<file path="src/rtl/maxpool_if.sv">
// Controller handshake plus input/output buffer ports of the max-pool engine.
// The engine connects through the slave modport; the controller/buffer side
// uses the master modport.
interface maxpool_if #(
  parameter int DATA_W = 32,
  parameter int ADDR_W = 10
);
  logic              maxp_run;
  logic              maxp_done;
  logic              busy;
  logic              rd_en;
  logic [ADDR_W-1:0] rd_addr;
  logic [DATA_W-1:0] rd_data;
  logic              wr_en;
  logic [ADDR_W-1:0] wr_addr;
  logic [DATA_W-1:0] wr_data;

  modport slave (
    input  maxp_run, rd_data,
    output maxp_done, busy, rd_en, rd_addr, wr_en, wr_addr, wr_data
  );

  modport master (
    output maxp_run, rd_data,
    input  maxp_done, busy, rd_en, rd_addr, wr_en, wr_addr, wr_data
  );
endinterface

</file>
<file path="src/rtl/maxpool_engine.sv">
// 2x2 stride-2 signed max-pool over an IMG_H x IMG_W feature map.
// Each output window costs 5 cycles: four reads (FETCH k=0..3) then one
// write-back cycle (WB) that folds in the last datum combinationally.
module maxpool_engine #(
  parameter int DATA_W = 32,
  parameter int IMG_W  = 32,
  parameter int IMG_H  = 32,
  parameter int ADDR_W = 10
) (
  input  logic     clk,
  input  logic     rst_n,
  maxpool_if.slave bus
);

  localparam logic [ADDR_W-1:0] W_A     = ADDR_W'(IMG_W);
  localparam logic [ADDR_W-1:0] OW_A    = ADDR_W'(IMG_W / 2);
  localparam logic [ADDR_W-1:0] OW_LAST = ADDR_W'(IMG_W / 2 - 1);
  localparam logic [ADDR_W-1:0] OH_LAST = ADDR_W'(IMG_H / 2 - 1);

  typedef enum logic [1:0] {IDLE, FETCH, WB, DONE} state_t;

  state_t                   state, state_nx;
  logic [1:0]               k;
  logic [ADDR_W-1:0]        orow, ocol;
  logic signed [DATA_W-1:0] acc;
  logic signed [DATA_W-1:0] rd_s;
  logic signed [DATA_W-1:0] wb_max;
  logic [ADDR_W-1:0]        base;
  logic                     last_win;

  function automatic logic signed [DATA_W-1:0] smax(
    input logic signed [DATA_W-1:0] a,
    input logic signed [DATA_W-1:0] b
  );
    return (b > a) ? b : a;
  endfunction

  assign rd_s     = $signed(bus.rd_data);
  assign wb_max   = smax(acc, rd_s);
  assign base     = ((orow << 1) * W_A) + (ocol << 1);
  assign last_win = (orow == OH_LAST) && (ocol == OW_LAST);

  // State register.
  always_ff @(posedge clk) begin
    if (!rst_n) state <= IDLE;
    else        state <= state_nx;
  end

  // Next-state logic and the read-side/status outputs decoded from state.
  always_comb begin
    state_nx    = state;
    bus.busy    = (state != IDLE);
    bus.rd_en   = 1'b0;
    bus.rd_addr = '0;
    case (state)
      IDLE:  if (bus.maxp_run) state_nx = FETCH;
      FETCH: begin
        bus.rd_en   = 1'b1;
        bus.rd_addr = base + (k[1] ? W_A : '0) + ADDR_W'(k[0]);
        if (k == 2'd3) state_nx = WB;
      end
      WB:    state_nx = last_win ? DONE : FETCH;
      DONE:  state_nx = IDLE;
      default: state_nx = IDLE;
    endcase
  end

  // Window counters, accumulator and registered write/done outputs.
  // NOTE: every register here uses <= so all of them see the pre-edge values
  // of state/k/acc; a blocking update would let later lines see new values.
  always_ff @(posedge clk) begin
    if (!rst_n) begin
      k             <= '0;
      orow          <= '0;
      ocol          <= '0;
      acc           <= '0;
      bus.wr_en     <= 1'b0;
      bus.wr_addr   <= '0;
      bus.wr_data   <= '0;
      bus.maxp_done <= 1'b0;
    end else begin
      bus.wr_en     <= 1'b0;
      bus.maxp_done <= 1'b0;
      case (state)
        IDLE: begin
          if (bus.maxp_run) begin
            orow <= '0;
            ocol <= '0;
            k    <= '0;
          end
        end
        FETCH: begin
          k <= k + 2'd1;
          // Data lags the read by one cycle: k=1 sees the k=0 datum.
          if (k == 2'd1)      acc <= rd_s;
          else if (k != 2'd0) acc <= smax(acc, rd_s);
        end
        WB: begin
          bus.wr_en   <= 1'b1;
          bus.wr_addr <= orow * OW_A + ocol;
          bus.wr_data <= wb_max;
          if (ocol == OW_LAST) begin
            ocol <= '0;
            orow <= last_win ? '0 : orow + 1'b1;
          end else begin
            ocol <= ocol + 1'b1;
          end
        end
        DONE: bus.maxp_done <= 1'b1;
        default: ;
      endcase
    end
  end

endmodule
</file>
<file path="src/flat_wrapper.sv">
// flat-port wrapper written by rule: the top's interface ports become plain ports
module maxpool_engine_flat 
#(
  parameter int DATA_W = 32,
  parameter int IMG_W  = 32,
  parameter int IMG_H  = 32,
  parameter int ADDR_W = 10
)
  (clk, rst_n, bus_maxp_run, bus_rd_data, bus_maxp_done, bus_busy, bus_rd_en, bus_rd_addr, bus_wr_en, bus_wr_addr, bus_wr_data);
  maxpool_if #(.DATA_W(DATA_W), .ADDR_W(ADDR_W)) bus_i ();
  input  logic clk;
  input  logic rst_n;
  input wire logic [$bits(bus_i.maxp_run)-1:0] bus_maxp_run;
  input wire logic [$bits(bus_i.rd_data)-1:0] bus_rd_data;
  output wire logic [$bits(bus_i.maxp_done)-1:0] bus_maxp_done;
  output wire logic [$bits(bus_i.busy)-1:0] bus_busy;
  output wire logic [$bits(bus_i.rd_en)-1:0] bus_rd_en;
  output wire logic [$bits(bus_i.rd_addr)-1:0] bus_rd_addr;
  output wire logic [$bits(bus_i.wr_en)-1:0] bus_wr_en;
  output wire logic [$bits(bus_i.wr_addr)-1:0] bus_wr_addr;
  output wire logic [$bits(bus_i.wr_data)-1:0] bus_wr_data;
  assign bus_i.maxp_run = bus_maxp_run;
  assign bus_i.rd_data = bus_rd_data;
  assign bus_maxp_done = bus_i.maxp_done;
  assign bus_busy = bus_i.busy;
  assign bus_rd_en = bus_i.rd_en;
  assign bus_rd_addr = bus_i.rd_addr;
  assign bus_wr_en = bus_i.wr_en;
  assign bus_wr_addr = bus_i.wr_addr;
  assign bus_wr_data = bus_i.wr_data;
  maxpool_engine #(.DATA_W(DATA_W), .IMG_W(IMG_W), .IMG_H(IMG_H), .ADDR_W(ADDR_W)) u_core (.clk(clk), .rst_n(rst_n), .bus(bus_i));
endmodule
</file>
<file path="config.mk">
export PLATFORM = sky130hd
export DESIGN_NAME = maxpool_engine_flat
export DESIGN_NICKNAME = d
export VERILOG_FILES = /design/src/rtl/maxpool_if.sv /design/src/rtl/maxpool_engine.sv /design/src/flat_wrapper.sv
export SDC_FILE = /design/constraint.sdc
export NUM_CORES = 1
export LEC_CHECK = 0
export CAP_MARGIN = 20
export CORE_ASPECT_RATIO = 1.75
export CORE_UTILIZATION = 40
export DETAILED_ROUTE_END_ITERATION = 12
export PLACE_DENSITY = 0.76
export SLEW_MARGIN = 20
export SYNTH_ARGS = -nofsm -noshare
export SYNTH_HDL_FRONTEND = slang
export SYNTH_SLANG_ARGS = --single-unit
</file>
<file path="constraint.sdc">
create_clock -name clk -period 2.4 [get_ports clk]
set_input_delay 0.48 -clock clk [delete_from_list [all_inputs] [get_ports clk]]
set_output_delay 0.48 -clock clk [all_outputs]
set_load 0.05 [all_outputs]
</file>
Word-level counts from Yosys, hierarchy flattened
Cells that the tools add are included.

Muxes and demuxes: 20. Reduce and logical (&&, ||, !) cells: 12. Eq/ne operators: 10. $add $sub $neg: 7. Magnitude comparators: 1.

Operators with widths (number): $mux W32 (3); $mux W10 (5); $pmux W10 S2 (2); $gt A32 B32 Y1 (1); $add A10 B10 Y10 (3); $add A10 B1 Y10 const B (2); $eq A10 B4 Y1 const B (2); $add A10 B1 Y10 (1); $reduce_bool A2 Y1 (5); $mux W2 (4); $pmux W2 S4 (1); $reduce_and A2 Y1 (4); $eq A2 B2 Y1 const B (3); $mux W6 (1); $eq A2 B1 Y1 const B (2); $ne A2 B1 Y1 const B (2); $pmux W2 S2 (1); $mux W1 (3); $reduce_and A3 Y1 (1); $add A2 B1 Y2 const B (1); $logic_not A2 Y1 (1); $ne A2 B2 Y1 const B (1); $logic_and A1 B1 Y1 (1).

Output and inout bits: 56. Logic and storage cells: 59. Input port bits: 35. Register bits: 100.

Depth between registers and ports, before layout
Gate-level depths: netlist (run 1).

Depth after elaboration: 5. Depth in mapped cells: 11.

Least setup slack after synthesis (run 1)
Ideal clock, no wire load.

Path type: input -> register. Start point: in bus_rd_data[1]. End point: reg u_core.acc[0]. Required time: 2.282 ns. Buffers on the path: 2. Data arrival time: 2.360 ns. Stages on the path: 10. Slack: -0.078 ns. Library setup time: 0.118 ns. Cell sequence: ha_1 nor2b_1 o211ai_1 a2111oi_0 o31ai_1 a31oi_1 o31a_1 buf_6 buf_12 mux2i_1.

Longest elaborated chain between the ends: 4.

Ends and longest elaborated chain: start, declared (RTL line flat_wrapper.sv:14) `input wire logic [$bits(bus_i.rd_data)-1:0] bus_rd_data;`; $gt A32 B32 Y1 (RTL line maxpool_engine.sv:35) `return (b > a) ? b : a;`; $mux W32 (3 in a row); end signal, assigned (RTL line maxpool_engine.sv:95) `if (k == 2'd1) acc <= rd_s;`; end signal, assigned (RTL line maxpool_engine.sv:96) `else if (k != 2'd0) acc <= smax(acc, rd_s);`; end, declared (RTL line maxpool_engine.sv:25) `logic signed [DATA_W-1:0] acc;`.

Every way passes these cells. The select of a mux whose other input is x is not followed. A chain may end at the register's enable or synchronous reset.

Final worst setup path (run 1)
Start point: in bus_rd_data[11]. End point: reg u_core.bus.wr_data[13].

Longest elaborated chain between the ends: 2.

Ends and longest elaborated chain: $gt A32 B32 Y1 (RTL line maxpool_engine.sv:35); $mux W32; end signal, assigned (RTL line maxpool_engine.sv:101) `bus.wr_data <= wb_max;`; end, declared (RTL line maxpool_if.sv:20) `output maxp_done, busy, rd_en, rd_addr, wr_en, wr_addr, wr_data`.

Every way passes these cells.

==> metrics, run 1 <==
TritonRoute pass-1 iters=4; RSZ-0062 raised after global routing=true; grt ovf=0; reg2reg end=u_core.bus.wr_data[13]$_SDFFE_PN0P_; Die Area=0.0144 sq mm; Worst path top cell family by delay=buffers and inverters; final wirelength=17700 um; CP Depth=13; CP Buf/Inv Count=6; drt via density=5.51; DRT antenna net count=0; CTS clock-pin slew for the worst setup and hold paths=0.07 ns; Post-Synthesis Net Count=760; wire per inst=17.3 um; post-synthesis async set-or-reset flop share=0; worst rel slew slack=0.608; Critical Path End=u_core.bus.wr_data[13]$_SDFFE_PN0P_; ratio of cells with drive above 1 in the final layout=0.281; post-synthesis register bit count=100; WHS=0.433 ns; startpoint types=input port; type of the most critical hold path=in2reg; CTS sink cnt=100; Max Fclk=376 MHz; register area share after synthesis=0.360; CP Cell Sequence=dlygate4sd2_1, ha_1, nand4_1, buf_4, a2111oi_2, o31ai_2, buf_4, buf_6, nand4b_1, buf_6, clkbuf_16, nand3_2, a31oi_1; Syn Std Cell Area=0.00557 sq mm; setup TNS=-11.34 ns; Initial Utilization=0.412; GP Congestion=0.885; via count=5627; Tcrit/Tclk final=1.11; count leader, synth=dfxtp_1; overall die width=91.2 um; slowest cell delay on critical path=0.35 ns; Slew Limit Fails=0; crit-path max FO=6; critical path type=in2reg; CP arrival=2.92 ns; I/O Buffers=90; peak supply drop=0.000359 V; Final Util=0.623; vias in the first global route=5661; setup ws final=-0.261 ns; design area=0.00842 sq mm; Slew @ Worst Pin=0.586 ns; Syn Inst Count=677; worst clock skew=0.00895 ns; Row Count=56; H-Tree Depth=3; initial drt markers=330; flop2flop setup slack=-0.26 ns; Power per Cell Area=463 mW/mm^2; FF-to-FF path depth=13; clock latency on the worst-skew pair=0.35 ns; core box area=0.0135 sq mm; P_leak=3.24 nW; Worst EP required=2.66 ns; Tmin final=2.66 ns; CP Capture Type=flop; Post-CTS Hold Buffers=0; final setup vio count=64; synth cell count leaders=dfxtp_1 (100), nand2_1 (93), o21ai_0 (79); Syn-to-layout area delta=51.3%; Tot GR Track Use=0.238; Final Hold Violating Endpoints=0; first-pass GRT wire length=27200 um; Die Y=158 um; placed cell area=0.00724 sq mm; library cells used by synthesis=49; top_reg_cell synth=dfxtp_1; Max Buffers Root-to-Sink=2; root buffer cell=clkbuf_16; failing checks=setup timing; dpl hpwl=10600 um; top cells by area, synth=dfxtp_1 (36%), ha_1 (10%), o21ai_0 (7.1%), nand2_1 (6.3%), mux2i_1 (5.9%); total CTS buffers=9; synth warn=0; # nets final=926; critical path's slowest cell=a2111oi_2; reg2reg start=u_core.acc[11]$_SDFFE_PN0P_; initial antenna violation count=0; CP startpoint=bus_rd_data[11]; largest net degree at the start of global routing=67; CTS tree=done; Yosys top cell area share=0.360; synthesized area per cell=8.22 sq um; ANT cells=0; Max Cap Viol=0; num ports=91; Post-synth EDFFs=0; dominant cell type by area after synthesis=dfxtp_1; status=finished with violations; Post-route DRC=0
[area by class of cell]
cell class | instances | area, sq um
well taps | 174 | 218
fillers | 1070 | 5100
flip-flops and latches | 100 | 2020
multi-input cells | 490 | 3690
clock inverters | 6 | 68.8
clock buffers | 10 | 239
inverters | 43 | 161
repair buffers | 199 | 2030
[what timing repair did]
item                       4_1_cts  5_1_grt
setup endpoints to repair       66       68
gates resized for setup        129       52
buffers inserted                25        3
gates cloned                     6        4
pin swaps                       56       73
[registers in the layout (all words and copies together), names as in the netlist]
name                  count
u_core.acc               32
u_core.bus.maxp_done      1
u_core.bus.wr_addr       10
u_core.bus.wr_data       32
u_core.bus.wr_en          1
u_core.k                  2
u_core.ocol              10
u_core.orow              10
u_core.state              2
[worst register-to-register path, stage by stage, from the launching register on]
cell and delay, ns:
dfxtp_2 0.36, inv_1 0.05, ha_1 0.32, nand4_1 0.16
buf_4 0.15, inv_1 0.05, a221o_1 0.35, nand3b_1 0.14
buf_6 0.13, buf_6 0.10, a31o_4 0.29, clkbuf_16 0.21
nand3_2 0.08, a31oi_1 0.20
[routing by layer]
metal  vias to the layer above  part of all wire  wire length (um)  track usage
met5                         -                 0                 0            0
met4                         0             0.061              1080        0.176
met3                        67             0.040               701       0.0336
met2                       171              0.54              9520        0.447
met1                      2686              0.36              6420        0.237
li1                       2703                 -                 -            -
[cells by family (layout without fill, tap and decap cells)]
logic type / count (synthesis) / after routing / share of synthesized area
compound gates: 168 / 168 / 0.179
xor+xnor: 18 / 18 / 0.0283
fa+ha+maj: 48 / 48 / 0.111
buf+inv: 87 / 258 / 0.0688
flops: 100 / 100 / 0.360
mux: 33 / 33 / 0.0593
simple gates: 223 / 223 / 0.194
[stage by stage]
step | setup slack, ns | total power, mW | std cells
final | -0.261 | 3.90 | 1022
after floorplan | -0.0212 | 1.98 | 677
after CTS | -0.137 | 3.83 | 1017
after detailed placement | -0.774 | 2.21 | 970
after global placement | -0.696 | 2.20 | 970
after global routing | -0.348 | 4.03 | 1022
[worst min-delay path by stage]
stage                                            start                                  to  slack [ns]  cells past startpoint
global placement    u_core.bus.wr_addr[6]$_SDFFE_PN0P_  u_core.bus.wr_addr[6]$_SDFFE_PN0P_        0.45                      2
finish                                 bus_rd_data[31]         u_core.acc[31]$_SDFFE_PN0P_        0.43                      3
floorplan                  u_core.acc[10]$_SDFFE_PN0P_         u_core.acc[10]$_SDFFE_PN0P_        0.45                      2
detailed placement  u_core.bus.wr_addr[6]$_SDFFE_PN0P_  u_core.bus.wr_addr[6]$_SDFFE_PN0P_        0.46                      2
global route                           bus_rd_data[31]         u_core.acc[31]$_SDFFE_PN0P_        0.45                      3
CTS                                    bus_rd_data[31]         u_core.acc[31]$_SDFFE_PN0P_        0.42                      3
[power breakdown]
part	leakage (nW)	switching [mW]	total, mW	internal [mW]
clock network	0.150	0.685	1.53	0.848
logic	2.27	0.358	0.673	0.315
registers	0.813	0.0169	1.69	1.67
total	3.24	1.06	3.90	2.84
[cell usage in the layout, fill, tap and decap left out, types with 4 or more instances in the layout]
| master | instances |
|---|---|
| clkbuf_16 | 13 |
| nor2_1 | 27 |
| mux2i_1 | 31 |
| buf_12 | 15 |
| nand3_2 | 32 |
| buf_6 | 12 |
| inv_1 | 38 |
| xnor2_1 | 10 |
| o211a_1 | 5 |
| a21o_1 | 7 |
| inv_2 | 5 |
| dfxtp_1 | 87 |
| dlygate4sd2_1 | 22 |
| xor2_1 | 8 |
| and3_1 | 6 |
| ha_4 | 17 |
| a21oi_1 | 16 |
| dfxtp_2 | 13 |
| buf_4 | 85 |
| clkdlybuf4s50_1 | 46 |
| a31oi_1 | 33 |
| a21boi_0 | 9 |
| ha_1 | 29 |
| nor2b_1 | 4 |
| nand2_1 | 91 |
| and2_1 | 13 |
| nand3_1 | 12 |
| o21ai_1 | 16 |
| o21ai_0 | 61 |
| clkdlybuf4s15_2 | 6 |
| nand4_1 | 15 |
No activity file was read; power rests on OpenSTA's default activity.
==> run 2: changes to the inputs <==
--- a/config.mk
+++ b/config.mk
@@ -9,7 +9,7 @@
 export CORE_ASPECT_RATIO = 1.75
 export CORE_UTILIZATION = 40
 export DETAILED_ROUTE_END_ITERATION = 12
-export PLACE_DENSITY = 0.76
+export PLACE_DENSITY = 0.65
 export SLEW_MARGIN = 20
 export SYNTH_ARGS = -nofsm -noshare
 export SYNTH_HDL_FRONTEND = slang
==> metrics, run 2 (synthesized netlist as in run 1, its figures left out) <==
largest registers=u_core.acc x32, u_core.bus.wr_data x32; Final Util=0.612 (-0.0114); Slew Limit Fails=0 (unchanged); Tcrit/Tclk final=1.12 (+0.0117); met1 usage=0.245 (+0.00837); CTS clock-pin slew for the worst setup and hold paths=0.07 ns (about the same); Tot GR Track Use=0.252 (+0.0139); grt met3 use=0.0394 (+0.00576); root buffer cell=clkbuf_16; H-Tree Depth=3 (unchanged); Post-route DRC=0 (unchanged); initial drt markers=281 (-15%); dpl hpwl=11600 um (+9.1%); startpoint types=input port; critical path type=in2reg; fill cell count=1116 (+4.3%); status=finished with violations; Row Count=56 (unchanged); largest net degree at the start of global routing=64 (-4.5%); P_leak=3.13 nW (-3.2%); CTS sink cnt=100 (unchanged); Max Cap Viol=0 (unchanged); WHS=0.419 ns (-0.0140 ns); vias in the first global route=5869 (+3.7%); Final Hold Violating Endpoints=0 (unchanged); Power per Cell Area=451 mW/mm^2 (-2.4%); GP Congestion=0.895 (+1.1%); overall die width=91.2 um (unchanged); clock latency on the worst-skew pair=0.35 ns (about the same); CP arrival=2.92 ns (about the same); worst clock skew=0.0109 ns (+0.00194 ns); ratio of cells with drive above 1 in the final layout=0.252 (-0.0292); gr busiest metal=met2; first-pass GRT wire length=28400 um (+4.4%); crit-path max FO=6 (unchanged); num ports=91 (unchanged); failing checks=setup timing; Max Fclk=372 MHz (-1.0%); Max Buffers Root-to-Sink=2 (unchanged); Die Area=0.0144 sq mm (unchanged); drt via density=5.60 (+1.8%); TritonRoute pass-1 iters=5 (+1); Tmin final=2.69 ns (+0.0280 ns); DRT antenna net count=0 (unchanged); Multi-input gate area=0.00368 sq mm (-0.37%); grt ovf=0 (unchanged); total CTS buffers=9 (unchanged); setup ws final=-0.289 ns (-0.0280 ns); # nets final=909 (-1.8%); I/O Buffers=90 (unchanged); worst rel slew slack=0.571 (-0.0371); RSZ-0062 raised after global routing=true; Post-CTS Hold Buffers=0 (unchanged); final setup vio count=65 (+1.6%); FF+latch area=0.00202 sq mm (about the same); most frequent cells in the layout=nand2_1 (92), dfxtp_1 (88), buf_4 (74); CTS tree=done; Die Y=158 um (unchanged); commonest non-fill, non-tap cell in the layout=nand2_1; CP Capture Type=flop; core box area=0.0135 sq mm (unchanged); type of the most critical hold path=in2reg; wire per inst=18.3 um (+5.6%); ANT cells=0 (unchanged); Initial Utilization=0.412 (unchanged); Syn-to-layout area delta=48.6%; final wirelength=18400 um (+3.9%); met2 usage=0.486 (+0.0386); via count=5632 (+0.089%); peak supply drop=0.000335 V (-6.6%); Slew @ Worst Pin=0.643 ns (+0.0575 ns); Worst EP required=2.63 ns (-0.03 ns); initial antenna violation count=0 (unchanged)
==> run 2: cell count changes in the layout (fill, tap and decap cells not counted), sizes merged <==
cell and delta:
clkinvlp +2, inv -2, bufinv -1, buf -15, clkbuf -1
==> run 2: where the power goes <==
part           internal (mW)  switching [mW]
registers               1.67          0.0165
clock network          0.735           0.665
logic                  0.291           0.354
==> run 2: routing by layer <==
metal / vias up / share of wire
met5: - / 0
met4: 0 / 0.053
met3: 63 / 0.041
met2: 195 / 0.54
met1: 2697 / 0.36
li1: 2677 / -
==> run 2: stage by stage <==
step | std cells | instance area, sq um | setup TNS, ns | total power [mW] | setup WS, ns
floorplan | 677 | 5670 | -0.636 | 1.98 | -0.0212
global placement | 968 | 7220 | -44.96 | 2.20 | -0.728
detailed placement | 968 | 7220 | -47.43 | 2.21 | -0.785
CTS | 1001 | 8080 | -5.57 | 3.71 | -0.167
global route | 1005 | 8270 | -19.86 | 3.88 | -0.354
finish | 1005 | 8270 | -15.27 | 3.73 | -0.289
==> run 2: timing repair <==
item,4_1_cts,5_1_grt
pin swaps,38,44
cloned,10,1
endpoints found under the hold margin,0,0
buffers inserted,9,4
setup endpoints to repair,66,71
resized for setup,142,35
==> run 2: worst paths after layout <==
kind / startpoint / end / slack (ns) / depth (start not counted)
setup / recovery: bus_rd_data[19] / u_core.acc[4]$_SDFFE_PN0P_ / -0.29 / 9
hold / removal: bus_rd_data[27] / u_core.acc[27]$_SDFFE_PN0P_ / 0.42 / 3
setup reg to reg: u_core.acc[19]$_SDFFE_PN0P_ / u_core.acc[4]$_SDFFE_PN0P_ / -0.28 / 9
hold reg to reg: u_core.bus.wr_addr[0]$_SDFFE_PN0P_ / u_core.bus.wr_addr[0]$_SDFFE_PN0P_ / 0.47 / 2
==> run 2: worst max-delay path, cell delays in order <==
cell	delay [ns]
clkdlybuf4s15_1	0.24
ha_4	0.32
nand4_1	0.16
nor4_4	0.42
nand3b_1	0.27
and4b_4	0.31
o31a_4	0.40
buf_16	0.19
mux2i_1	0.12
==> run 2: final cells by class <==
class / instances / area share
clock buffer: 11 / 0.0293
tap: 174 / 0.0263
inverter: 43 / 0.0195
clock inverter: 5 / 0.00439
timing repair buffer: 182 / 0.232
multi-input combinational: 490 / 0.444
sequential: 100 / 0.244
